**src/rtl/dnn_sample_feeder.sv**
```systemverilog
// Ping-pong sample buffer feeding the DNN one training sample per cycle block.
// Define DNN_FEEDER_STATS_EN to build the saturating underflow/sample counters.
module dnn_sample_feeder #(
    parameter int width    = 16,
    parameter int width_in = 8,
    parameter int A        = 4,
    parameter int Y        = 1,
    parameter int cpc      = 6
) (
    input  logic                    clk,
    input  logic                    reset,
    input  logic [$clog2(cpc)-1:0]  cycle_index,
    input  logic                    s_valid,
    output logic                    s_ready,
    input  logic [width_in*A-1:0]   s_act,
    input  logic [Y-1:0]            s_y,
    input  logic [width-1:0]        s_eta,
    output logic [width_in*A-1:0]   a_in,
    output logic [Y-1:0]            y_in,
    output logic [width-1:0]        eta_in,
    output logic                    feed_active,
    output logic [width-1:0]        underflow_cnt,
    output logic [width-1:0]        samples_cnt
);

    localparam int B  = cpc - 2;
    localparam int CW = $clog2(cpc);
    localparam int BW = (B > 1) ? $clog2(B) : 1;

    localparam logic [CW-1:0] LAST_IDX  = CW'(cpc - 1);
    localparam logic [CW-1:0] NUM_BEATS = CW'(B);
    localparam logic [BW-1:0] LAST_BEAT = BW'(B - 1);

    logic [width_in*A-1:0] act_mem [0:1][0:B-1];
    logic [Y-1:0]          y_mem   [0:1][0:B-1];
    logic [width-1:0]      eta_mem [0:1];

    logic [1:0]       full;
    logic             wr_bank;
    logic             rd_bank;
    logic             active;
    logic [BW-1:0]    beat;
    logic [width-1:0] eta_reg;

    logic accept;
    logic boundary;
    logic last_beat;
    logic next_bank;
    logic next_active;

    assign s_ready   = !reset && !full[wr_bank];
    assign accept    = s_valid && s_ready;
    assign boundary  = (cycle_index == LAST_IDX);
    assign last_beat = (beat == LAST_BEAT);

    // An active bank is released at the boundary, so the candidate is always the other bank.
    assign next_bank   = active ? ~rd_bank : rd_bank;
    assign next_active = full[next_bank];

    always_ff @(posedge clk) begin
        if (accept) begin
            act_mem[wr_bank][beat] <= s_act;
            y_mem[wr_bank][beat]   <= s_y;
            if (beat == '0) begin
                eta_mem[wr_bank] <= s_eta;
            end
        end
    end

    // The boundary only ever clears the read bank and a completing write only sets the
    // write bank; both use the pre-edge flags, so a sample finishing on the boundary waits a block.
    always_ff @(posedge clk or posedge reset) begin
        if (reset) begin
            full    <= '0;
            wr_bank <= 1'b0;
            rd_bank <= 1'b0;
            beat    <= '0;
            active  <= 1'b0;
            eta_reg <= '0;
        end else begin
            if (boundary) begin
                if (active) begin
                    full[rd_bank] <= 1'b0;
                end
                rd_bank <= next_bank;
                active  <= next_active;
                eta_reg <= next_active ? eta_mem[next_bank] : '0;
            end
            if (accept) begin
                if (last_beat) begin
                    full[wr_bank] <= 1'b1;
                    wr_bank       <= ~wr_bank;
                    beat          <= '0;
                end else begin
                    beat <= beat + BW'(1);
                end
            end
        end
    end

    always_comb begin
        a_in = '0;
        y_in = '0;
        if (active && (cycle_index < NUM_BEATS)) begin
            a_in = act_mem[rd_bank][cycle_index[BW-1:0]];
            y_in = y_mem[rd_bank][cycle_index[BW-1:0]];
        end
    end

    assign eta_in      = eta_reg;
    assign feed_active = active;

`ifdef DNN_FEEDER_STATS_EN
    logic [width-1:0] underflow_q;
    logic [width-1:0] samples_q;

    always_ff @(posedge clk or posedge reset) begin
        if (reset) begin
            underflow_q <= '0;
            samples_q   <= '0;
        end else if (boundary) begin
            if (next_active) begin
                if (samples_q != '1) begin
                    samples_q <= samples_q + width'(1);
                end
            end else if (underflow_q != '1) begin
                underflow_q <= underflow_q + width'(1);
            end
        end
    end

    assign underflow_cnt = underflow_q;
    assign samples_cnt   = samples_q;
`else
    assign underflow_cnt = '0;
    assign samples_cnt   = '0;
`endif

endmodule

```
**config.mk**
```make
export PLATFORM = sky130hd
export DESIGN_NAME = dnn_sample_feeder
export DESIGN_NICKNAME = d
export VERILOG_FILES = /design/src/rtl/dnn_sample_feeder.sv
export SDC_FILE = /design/constraint.sdc
export NUM_CORES = 1
export LEC_CHECK = 0
export ABC_AREA = 1
export BUFFER_PORTS_ARGS = -buffer_cell sky130_fd_sc_hd__buf_2
export CORE_ASPECT_RATIO = 1.1
export CORE_MARGIN = 4
export CORE_UTILIZATION = 60
export CTS_CLUSTER_DIAMETER = 40
export DETAILED_ROUTE_END_ITERATION = 7
export PLACE_DENSITY = 0.81
export SYNTH_ARGS = -nofsm -noshare
export SYNTH_HDL_FRONTEND = slang
export SYNTH_SLANG_ARGS = --single-unit
```
**constraint.sdc**
```tcl
create_clock -name clk -period 8.2 [get_ports clk]
set_clock_uncertainty 0.05 [all_clocks]
set_input_delay 0 -clock clk [delete_from_list [all_inputs] [get_ports clk]]
set_output_delay 0 -clock clk [all_outputs]
set_load 0.05 [all_outputs]
```
==> Word-level counts from Yosys, hierarchy flattened <==
Memories as Yosys holds them, arrays and structs flattened.
Cells that the tools add are included.
{ "classes": {"muxes": 33, "bitwise_logic": 7, "eq_ne": 2, "n_reduce_logical": 10, "n_addsub": 1, "order_cmp": 9} }
{ "op_table": {"columns": ["operator", "count"], "rows": [
  ["$mux W128", 1],
  ["$mux W32", 4],
  ["$bmux W32 S2", 1],
  ["$demux W32 S2", 1],
  ["$mux W16", 1],
  ["$mux W1", 15],
  ["$mux W2", 5],
  ["$ge A3 B3 Y1 const B", 2],
  ["$logic_and A1 B1 Y1", 6],
  ["$lt A1 B2 Y1 const B", 3],
  ["$not A2 Y3", 2],
  ["$mux W4", 1],
  ["$eq A3 B3 Y1 const B", 1],
  ["$lt A3 B1 Y1 const B", 1],
  ["$lt A3 B3 Y1 const B", 1],
  ["$add A2 B1 Y2 const B", 1],
  ["$and A2 B2 Y2", 1],
  ["$bmux W1 S2", 1],
  ["$demux W1 S1", 2],
  ["$demux W1 S2", 1],
  ["$eq A2 B2 Y1 const B", 1],
  ["$ge A1 B1 Y1 const B", 2],
  ["$logic_not A1 Y1", 2],
  ["$logic_not A2 Y1", 1],
  ["other kinds (4)", 5]
]} }
{ "totals": {"output_inout_bits": 83, "ram_bits": 296, "regBits": 23, "mem_count": 3, "elab_cells": 71} }
{ "mem_list": {"columns": ["memory", "depth", "width", "read_ports", "rd_ports_with_merged_regs", "write_ports", "line_no", "source"], "rows": [
  ["act_mem", 2, 128, 1, 0, 1, "34", "logic [width_in*A-1:0] act_mem [0:1][0:B-1];"],
  ["eta_mem", 2, 16, 1, 0, 1, "36", "logic [width-1:0] eta_mem [0:1];"],
  ["y_mem", 2, 4, 1, 0, 1, "35", "logic [Y-1:0] y_mem [0:1][0:B-1];"]
]} }

==> Longest topological paths before layout <==
Gate-level depths: netlist of run 1.
{ "depth": {"ltp_word": 11, "depth_mapped": 9} }

==> Worst setup path after synthesis of run 1 <==
Ideal clock, no wire load.
{ "synth_timing": {"path_type": "input -> register", "startpoint": "input reset", "endpoint": "memory act_mem[1][100] (netlist name), enable pin", "slack_ps": 2571, "setup_ps": 516, "path_stages": 5, "arrival_time_ps": 5062, "path_cell_list": "inv_1 > nand2_1 > nor2_1 > nand2_2 > nor3_1"} }
{ "synth_between": {"elab_chain_cells": 5} }
{ "synth_rtl": {"columns": ["item", "line_no", "source"], "rows": [
  ["from (decl)", "11", "input logic reset,"],
  ["$logic_not A1 Y1 (no source line)", null, null],
  ["$logic_and A1 B1 Y1", "51", "assign s_ready = !reset && !full[wr_bank];"],
  ["via s_ready", "14", "output logic s_ready,"],
  ["$logic_and A1 B1 Y1", "52", "assign accept = s_valid && s_ready;"],
  ["$mux W1", "61", "if (accept) begin"],
  ["$mux W128 (implied by the code)", "62", "act_mem[wr_bank][beat] <= s_act;"],
  ["to (decl)", "34", null]
]} }
The timed path passes the listed nets, and every way through them passes these cells.

==> Worst setup path in the final report of run 1 <==
{ "layout_timing": {"startpoint": "register rd_bank", "endpoint": "output a_in[17]"} }
{ "layout_between": {"elab_chain_cells": 5} }
{ "layout_rtl": {"columns": ["item", "line_no", "source"], "rows": [
  ["from (decl)", "40", "logic rd_bank;"],
  ["from (signal assigned)", "85", "rd_bank <= next_bank;"],
  ["$mem_v2 Z2 W128", null, null],
  ["$bmux W32 S2", "105", "a_in = act_mem[rd_bank][cycle_index[BW-1:0]];"],
  ["$mux W32 (implied by the code) (2 in series)", "105", null],
  ["$mux W32", "104", "if (active && (cycle_index < NUM_BEATS)) begin"],
  ["to (decl)", "18", "output logic [width_in*A-1:0] a_in,"]
]} }
No other way between the ends. The select of a mux whose other input is x is not followed.

==> summary.md, run 1 <==
| Metric | Value |
|---|---|
| Synth area leaders | `edfxtp_1 63%, nand2_1 11%, inv_1 7.3%` |
| Initial antenna violation count | `1` |
| Arr. time, crit path | `3.42 ns` |
| Ports | `138` |
| Synth Flop Type | `edfxtp_1` |
| Worst r2r dst | `act_mem[0][65]` |
| Routed length per instance | `16.2 um` |
| Final hold violations | `0` |
| Final #Nets | `1,596` |
| Worst-path cell chain | `inv_4 -> buf_4 -> nand2_1 -> nand3_1 -> nand3_1 -> nand2_1 -> nor2_1 -> buf_2` |
| Area share of the largest cell type after synthesis | `63.3%` |
| Async set-reset flop share out of synthesis | `7.21%` |
| Gr ovfl total | `0` |
| HPWL Detailed | `16,600 um` |
| Synth cell types | `21` |
| Cell area after synthesis | `14,000 sq um` |
| First-pass GRT wire length | `49,200 um` |
| Avg Cell Area, Syn | `10.1 sq um` |
| Die span in x | `154 um` |
| Slew HR | `15.5%` |
| Share of cells above drive strength 1 | `12.2%` |
| Die ar. | `25,900 sq um` |
| Vias in the first global route | `9,913` |
| Row Count | `58` |
| Status | `completed` |
| GR Util met3 | `4.27%` |
| Final instance area | `16,300 sq um` |
| Clk root buf | `clkbuf_16` |
| Flop-to-flop setup slack | `5.21 ns` |
| Crit. End Element | `primary output` |
| Via/cell ratio | `5.20` |
| Dominant cell type by area after synthesis | `edfxtp_1` |
| Cells after Synth | `1,389` |
| Fmax | `289 MHz` |
| H-Tree Depth | `2` |
| Final setup vio count | `0` |
| Starting Density | `61.2%` |
| Cells after DPL | `1,749` |
| Number of flops mapped to enable cells by yosys | `296` |
| Final setup margin | `4.73 ns` |
| Vias | `9,688` |
| Pre-CTS setup slack | `5.25 ns` |
| Routed Antenna Nets | `0` |
| WP buf/inv | `3` |
| CP max stage cell | `dfrtp_4` |
| Most numerous cell in the Yosys netlist | `nand2_1` |
| DP Area | `14,700 sq um` |
| Post-Layout Cell Count | `1,863` |
| Worst Hold Class | `in -> async` |
| Yosys reg bits | `319` |
| Met1 Usage GRT | `30.1%` |
| Slew Viols, Final | `0` |
| Most frequent cells after synthesis | `403 x nand2_1, 296 x edfxtp_1, 274 x inv_1, 200 x nand3_1, 74 x nor2_1` |
| Max-Cap Viols | `0` |
| First-pass DRT Iterations | `5` |
| Final core occ | `71.1%` |
| Grt met2 use | `40.8%` |
| CTS tree | `built` |
| Tcrit/Tclk final | `42.3%` |
| Sequential fraction of the synthesis area | `67.4%` |
| Num CTS Buffers | `35` |
| Core area | `22,900 sq um` |
| Post-route minimum period | `3.47 ns` |
| Req. time, crit path | `8.15 ns` |
| Grt peak-use layer | `met2` |
| VDD IR max | `286 uV` |
| Slowest stage delay, CP | `0.75 ns` |
| Leakage | `7.48 nW` |
| Port-buffer cells | `105` |
| Initial DRC count | `789` |
| Critical path class | `reg -> out` |
| Clock Tree Buf Depth | `3` |
| Post-CTS setup buffers | `0` |
| Yosys warnings | `0` |
| Drt total wl | `30,100 um` |
| Cell depth of the worst flop-to-flop path | `6` |
| DRC errors left | `0` |
| Largest delay share family, worst path | `buffers and inverters` |
| Worst R2R Start | `wr_bank` |
| CP startpoint kind | `register` |
| Skew-Pair Late Insertion Delay | `0.51 ns` |
| Worst-path clk slew | `0.06 ns` |
| Sink Count | `319` |
| Die height | `168 um` |
| Largest net degree at the start of global routing | `74` |
| Synthesis-to-layout area growth | `16.2%` |
| Worst-path maximum fanout | `69` |
| GPL Wtd Cong | `0.769` |
| Total Routing Usage GR | `23.6%` |
| Pwr per Cell Area | `297 nW/um^2` |
| Worst-Margin Slew | `1.26 ns` |
| RSZ-0062 raised after global routing | `false` |
| Setup_tns | `0 ns` |
where the power goes:
part	switching [mW]	internal [mW]	total, mW	leakage (nW)
logic	0.979	0.317	1.30	3.97
registers	0.107	1.92	2.03	2.96
clock network	0.604	0.917	1.52	0.548
total	1.69	3.16	4.84	7.48
worst max path at each step:
stage                     startpoint              end  slack (ns)  cells after the start
after detailed placement     wr_bank   act_mem[0][86]        5.25                      6
after global placement       wr_bank   act_mem[0][86]        5.36                      6
final                        rd_bank         a_in[17]        4.73                      8
after CTS                    rd_bank         a_in[17]        4.79                      8
after floorplan                reset  act_mem[1][100]        2.57                      5
after global routing         rd_bank         a_in[15]        4.52                      8
metrics by stage:
stage / hold slack [ns] / power, mW
after floorplan: -0.0396 / 3.05
final: 0.0305 / 4.84
after global placement: 0.00936 / 3.28
after detailed placement: 0.0112 / 3.32
after global routing: 0.0668 / 5.10
after CTS: 0.0247 / 4.86
layout by cell type, fill, tap and decap left out, types with 2 or more instances in the layout:
master	count
nand2_4	3
ha_1	4
clkbuf_1	6
buf_4	16
edfxtp_1	296
dlygate4sd3_1	51
clkinv_2	3
bufinv_16	2
inv_2	3
conb_1	32
dfrtp_1	22
nand2_1	403
inv_1	272
nor2_1	72
buf_2	105
nand3_1	200
inv_4	3
clkinvlp_4	3
a21oi_1	2
nand2_2	3
nor3_2	6
clkinv_1	6
o21ai_0	4
clkbuf_16	38
nor2_4	2
routing by layer:
metal  vias up  part of all wire (%)
met5         -                     0
met4         0                   2.7
met3        70                   8.0
met2       424                    50
met1      4568                    39
li1       4626                     -
repair_timing:
item / 4_1_cts / 5_1_grt
resized for setup: 0 / 0
endpoints found under the hold margin: 324 / 0
hold buffers: 51 / 0
worst reg2reg max path: stages, from the launching register on:
cell and delay, ns:
dfrtp_1 0.48, nand2_1 0.10, nand2_1 0.05, nor2_1 0.23, nand2_2 0.22, nor3_2 0.99
buf_4 0.51
kinds of logic after synthesis:
kind of cell,Yosys count,synth area share (%)
buffers and inverters,369,11.4
AOI/OAI and AO/OA,6,0.214
adders and majority gates,4,0.357
other,1,0.0267
DFF,319,67.4
and+or+nand+nor,690,20.5
flip-flops by register name, indices dropped and copies added, names as in the netlist:
signal and flops:
eta_mem 32, full 2, y_mem 8, wr_bank 1, act_mem 256, feed_active 1
beat 2, rd_bank 1, eta_in 16
final cells by class:
class	count	area, sq um
Clock inverter	17	146
Clock buffer	45	987
Tap cell	300	375
Inverter	277	1040
Multi-Input combinational cell	732	3130
Sequential cell	319	9470
Timing Repair Buffer	172	1160
Antenna cell	1	2.50
Fill cell	1566	6630
Power figures use the tool's default switching activity.
==> run 2: changes to the inputs <==
CORE_UTILIZATION = 53   (was 60)
PLACE_DENSITY = 0.76   (was 0.81)
clock period = 3 ns   (was 8.2 ns; I/O delays follow)
==> run 2 against run 1 <==
Sequential share of layout area shrank 0.83 points. Count of clock-buffer cells in the layout increased by 2. Critical path depth is 1 lower. First-iteration DRC count rose by 4.7%. Final area increased by 1.5%. Die area increased by 13%. Utilization down 7.6 points. Largest cell class unchanged.
==> summary.md, run 2 (same netlist as run 1, synthesis figures left out) <==
| Metric | Value |
|---|---|
| Status | `completed (unchanged)` |
| Critical path class | `reg -> out (unchanged)` |
| Crit. End Element | `primary output (unchanged)` |
| Vias | `9,459 (was 9,688)` |
| Worst-path maximum fanout | `132 (was 69)` |
| Arr. time, crit path | `2.39 ns (was 3.42 ns)` |
| Routed length per instance | `15.3 um (was 16.2 um)` |
| Initial antenna violation count | `1 (unchanged)` |
| Skew-Pair Late Insertion Delay | `0.51 ns (about the same)` |
| Pwr Total | `13.3 mW (was 4.84 mW)` |
| Final hold violations | `0 (unchanged)` |
| Pwr per Cell Area | `804 nW/um^2 (was 297 nW/um^2)` |
| Row Count | `62 (was 58)` |
| Final instance area | `16,500 sq um (was 16,300 sq um)` |
| Post-route minimum period | `2.44 ns` |
| Vias in the first global route | `9,359 (was 9,913)` |
| WP buf/inv | `2 (was 3)` |
| Setup_tns | `0 ns (unchanged)` |
| Slowest stage delay, CP | `0.51 ns (was 0.75 ns)` |
| Slew Viols, Final | `0 (unchanged)` |
| Total Routing Usage GR | `20.2% (was 23.6%)` |
| Final #Nets | `1,601 (was 1,596)` |
| Num CTS Buffers | `35 (unchanged)` |
| Max-Cap Viols | `0 (unchanged)` |
| Final setup vio count | `0 (unchanged)` |
| Starting Density | `53.8% (was 61.2%)` |
| Die span in x | `163 um (was 154 um)` |
| Hold WS | `0.0729 ns (was 0.0305 ns)` |
| CP max stage cell | `dfrtp_4 (unchanged)` |
| First-pass DRT Iterations | `5 (unchanged)` |
| Max reg flops | `256 (unchanged)` |
| Worst Hold Class | `in -> async (unchanged)` |
| Req. time, crit path | `2.95 ns (was 8.15 ns)` |
| Routed Antenna Nets | `0 (unchanged)` |
| Initial DRC count | `826 (was 789)` |
| Ports | `138 (unchanged)` |
| GPL Wtd Cong | `0.752 (was 0.769)` |
| VDD IR max | `661 uV (was 286 uV)` |
| Slew HR | `39.9% (was 15.5%)` |
| Largest delay share family, worst path | `simple AND/OR/NAND/NOR gates (was buffers and inverters)` |
| Final core occ | `63.5% (was 71.1%)` |
| Synthesis-to-layout area growth | `17.9% (was 16.2%)` |
| Core area | `26,100 sq um (was 22,900 sq um)` |
| Most frequent cells in the layout | `403 x nand2_1, 296 x edfxtp_1, 271 x inv_1 (was 403 x nand2_1, 296 x edfxtp_1, 272 x inv_1)` |
| Die ar. | `29,100 sq um (was 25,900 sq um)` |
| Drt total wl | `29,400 um (was 30,100 um)` |
| DRC errors left | `0 (unchanged)` |
| CP startpoint kind | `register (unchanged)` |
| Leakage | `7.56 nW (was 7.48 nW)` |
| First-pass GRT wire length | `46,900 um (was 49,200 um)` |
| Port-buffer cells | `105 (unchanged)` |
| Tcrit/Tclk final | `81.3%` |
| RSZ-0062 raised after global routing | `false (unchanged)` |
| Die height | `179 um (was 168 um)` |
| DP Area | `14,900 sq um (was 14,700 sq um)` |
| HPWL Detailed | `17,000 um (was 16,600 um)` |
| Most common cell after layout, fill and taps aside | `nand2_1 (unchanged)` |
| Gr ovfl total | `0 (unchanged)` |
| CTS tree | `built (unchanged)` |
| Fmax | `410 MHz` |
| Sink Count | `319 (unchanged)` |
| Share of cells above drive strength 1 | `12.7% (was 12.2%)` |
| Worst-path clk slew | `0.06 ns (about the same)` |
| Clk root buf | `clkbuf_16 (unchanged)` |
| Worst-path cell chain | `buf_12 -> nand2_1 -> nand3_1 -> nand3_1 -> nand2_1 -> nor2_1 -> buf_2 (was inv_4 -> buf_4 -> nand2_1 -> nand3_1 -> nand3_1 -> nand2_1 -> nor2_1 -> buf_2)` |
| Via/cell ratio | `4.93 (was 5.20)` |
| H-Tree Depth | `2 (unchanged)` |
| CTS resizes | `0 (unchanged)` |
| Worst R2R Start | `wr_bank (unchanged)` |
| Reg with most FFs | `act_mem (unchanged)` |
| Worst-Margin Slew | `0.901 ns (was 1.26 ns)` |
| Largest net degree at the start of global routing | `133 (was 74)` |
| CP Launch Point | `rd_bank (unchanged)` |
| Fillcell total | `1,985 (was 1,566)` |
| Clock Tree Buf Depth | `3 (unchanged)` |
## run 2: changes by cell type in the layout (fill, tap and decap cells not counted), sizes merged
cell,previous run,this run
clkinvlp,3,2
buf,121,126
clkinv,10,9
clkbuf,45,47
## run 2: repair_timing
item / CTS / global route
endpoints found under the hold margin: 322 / 0
hold buffers: 51 / 0
buffers inserted: 0 / 0
## run 2: per-stage QoR
stage	worst slack (ns)	std cells
2_1_floorplan	-0.0716	1420
3_5_place_dp	0.645	1806
3_3_place_gp	0.727	1806
5_1_grt	0.472	1920
6_report	0.561	1920
4_1_cts	0.577	1919
## run 2: per-layer routing
metal | vias to the layer above | wire length (um) | GRT usage [%]
met2 | 313 | 14700 | 35.4
met4 | 0 | 635 | 6.43
met1 | 4452 | 12100 | 25.7
li1 | 4631 | - | -
met3 | 63 | 1980 | 3.70
met5 | - | 0 | 0
## run 2: final cells by class
cell class	count	area [sq um]	area share, %
flip-flops and latches	319	9470	57.2
multi-input cells	732	3170	19.2
repair buffers	177	1280	7.75
inverters	277	1050	6.32
clock buffers	47	973	5.89
well taps	352	440	2.66
clock inverters	15	159	0.961
diodes	1	2.50	0.0151
## run 2: path summary, 6_finish.rpt
path | cells past startpoint | to | slack (ns)
hold reg to reg | 2 | eta_in[2] | 0.44
hold / removal | 4 | full[0] | 0.07
setup reg to reg | 5 | eta_mem[0][5] | 0.62
max in group asynchronous | 4 | rd_bank | 2.56
min in group clk | 6 | eta_in[14] | 0.10
setup / recovery | 7 | a_in[31] | 0.56
## run 2: power by group
| group | total, mW | internal, mW | switching (mW) |
|---|---|---|---|
| registers | 5.42 | 5.25 | 0.169 |
| logic | 3.72 | 0.932 | 2.78 |
| clock network | 4.17 | 2.48 | 1.69 |
| total | 13.3 | 8.66 | 4.64 |
## run 2: worst min-delay path, cell delays in order
cell and delay, ns:
dlygate4sd3_1 0.54, buf_2 0.13, clkinvlp_4 0.06, buf_4 0.29
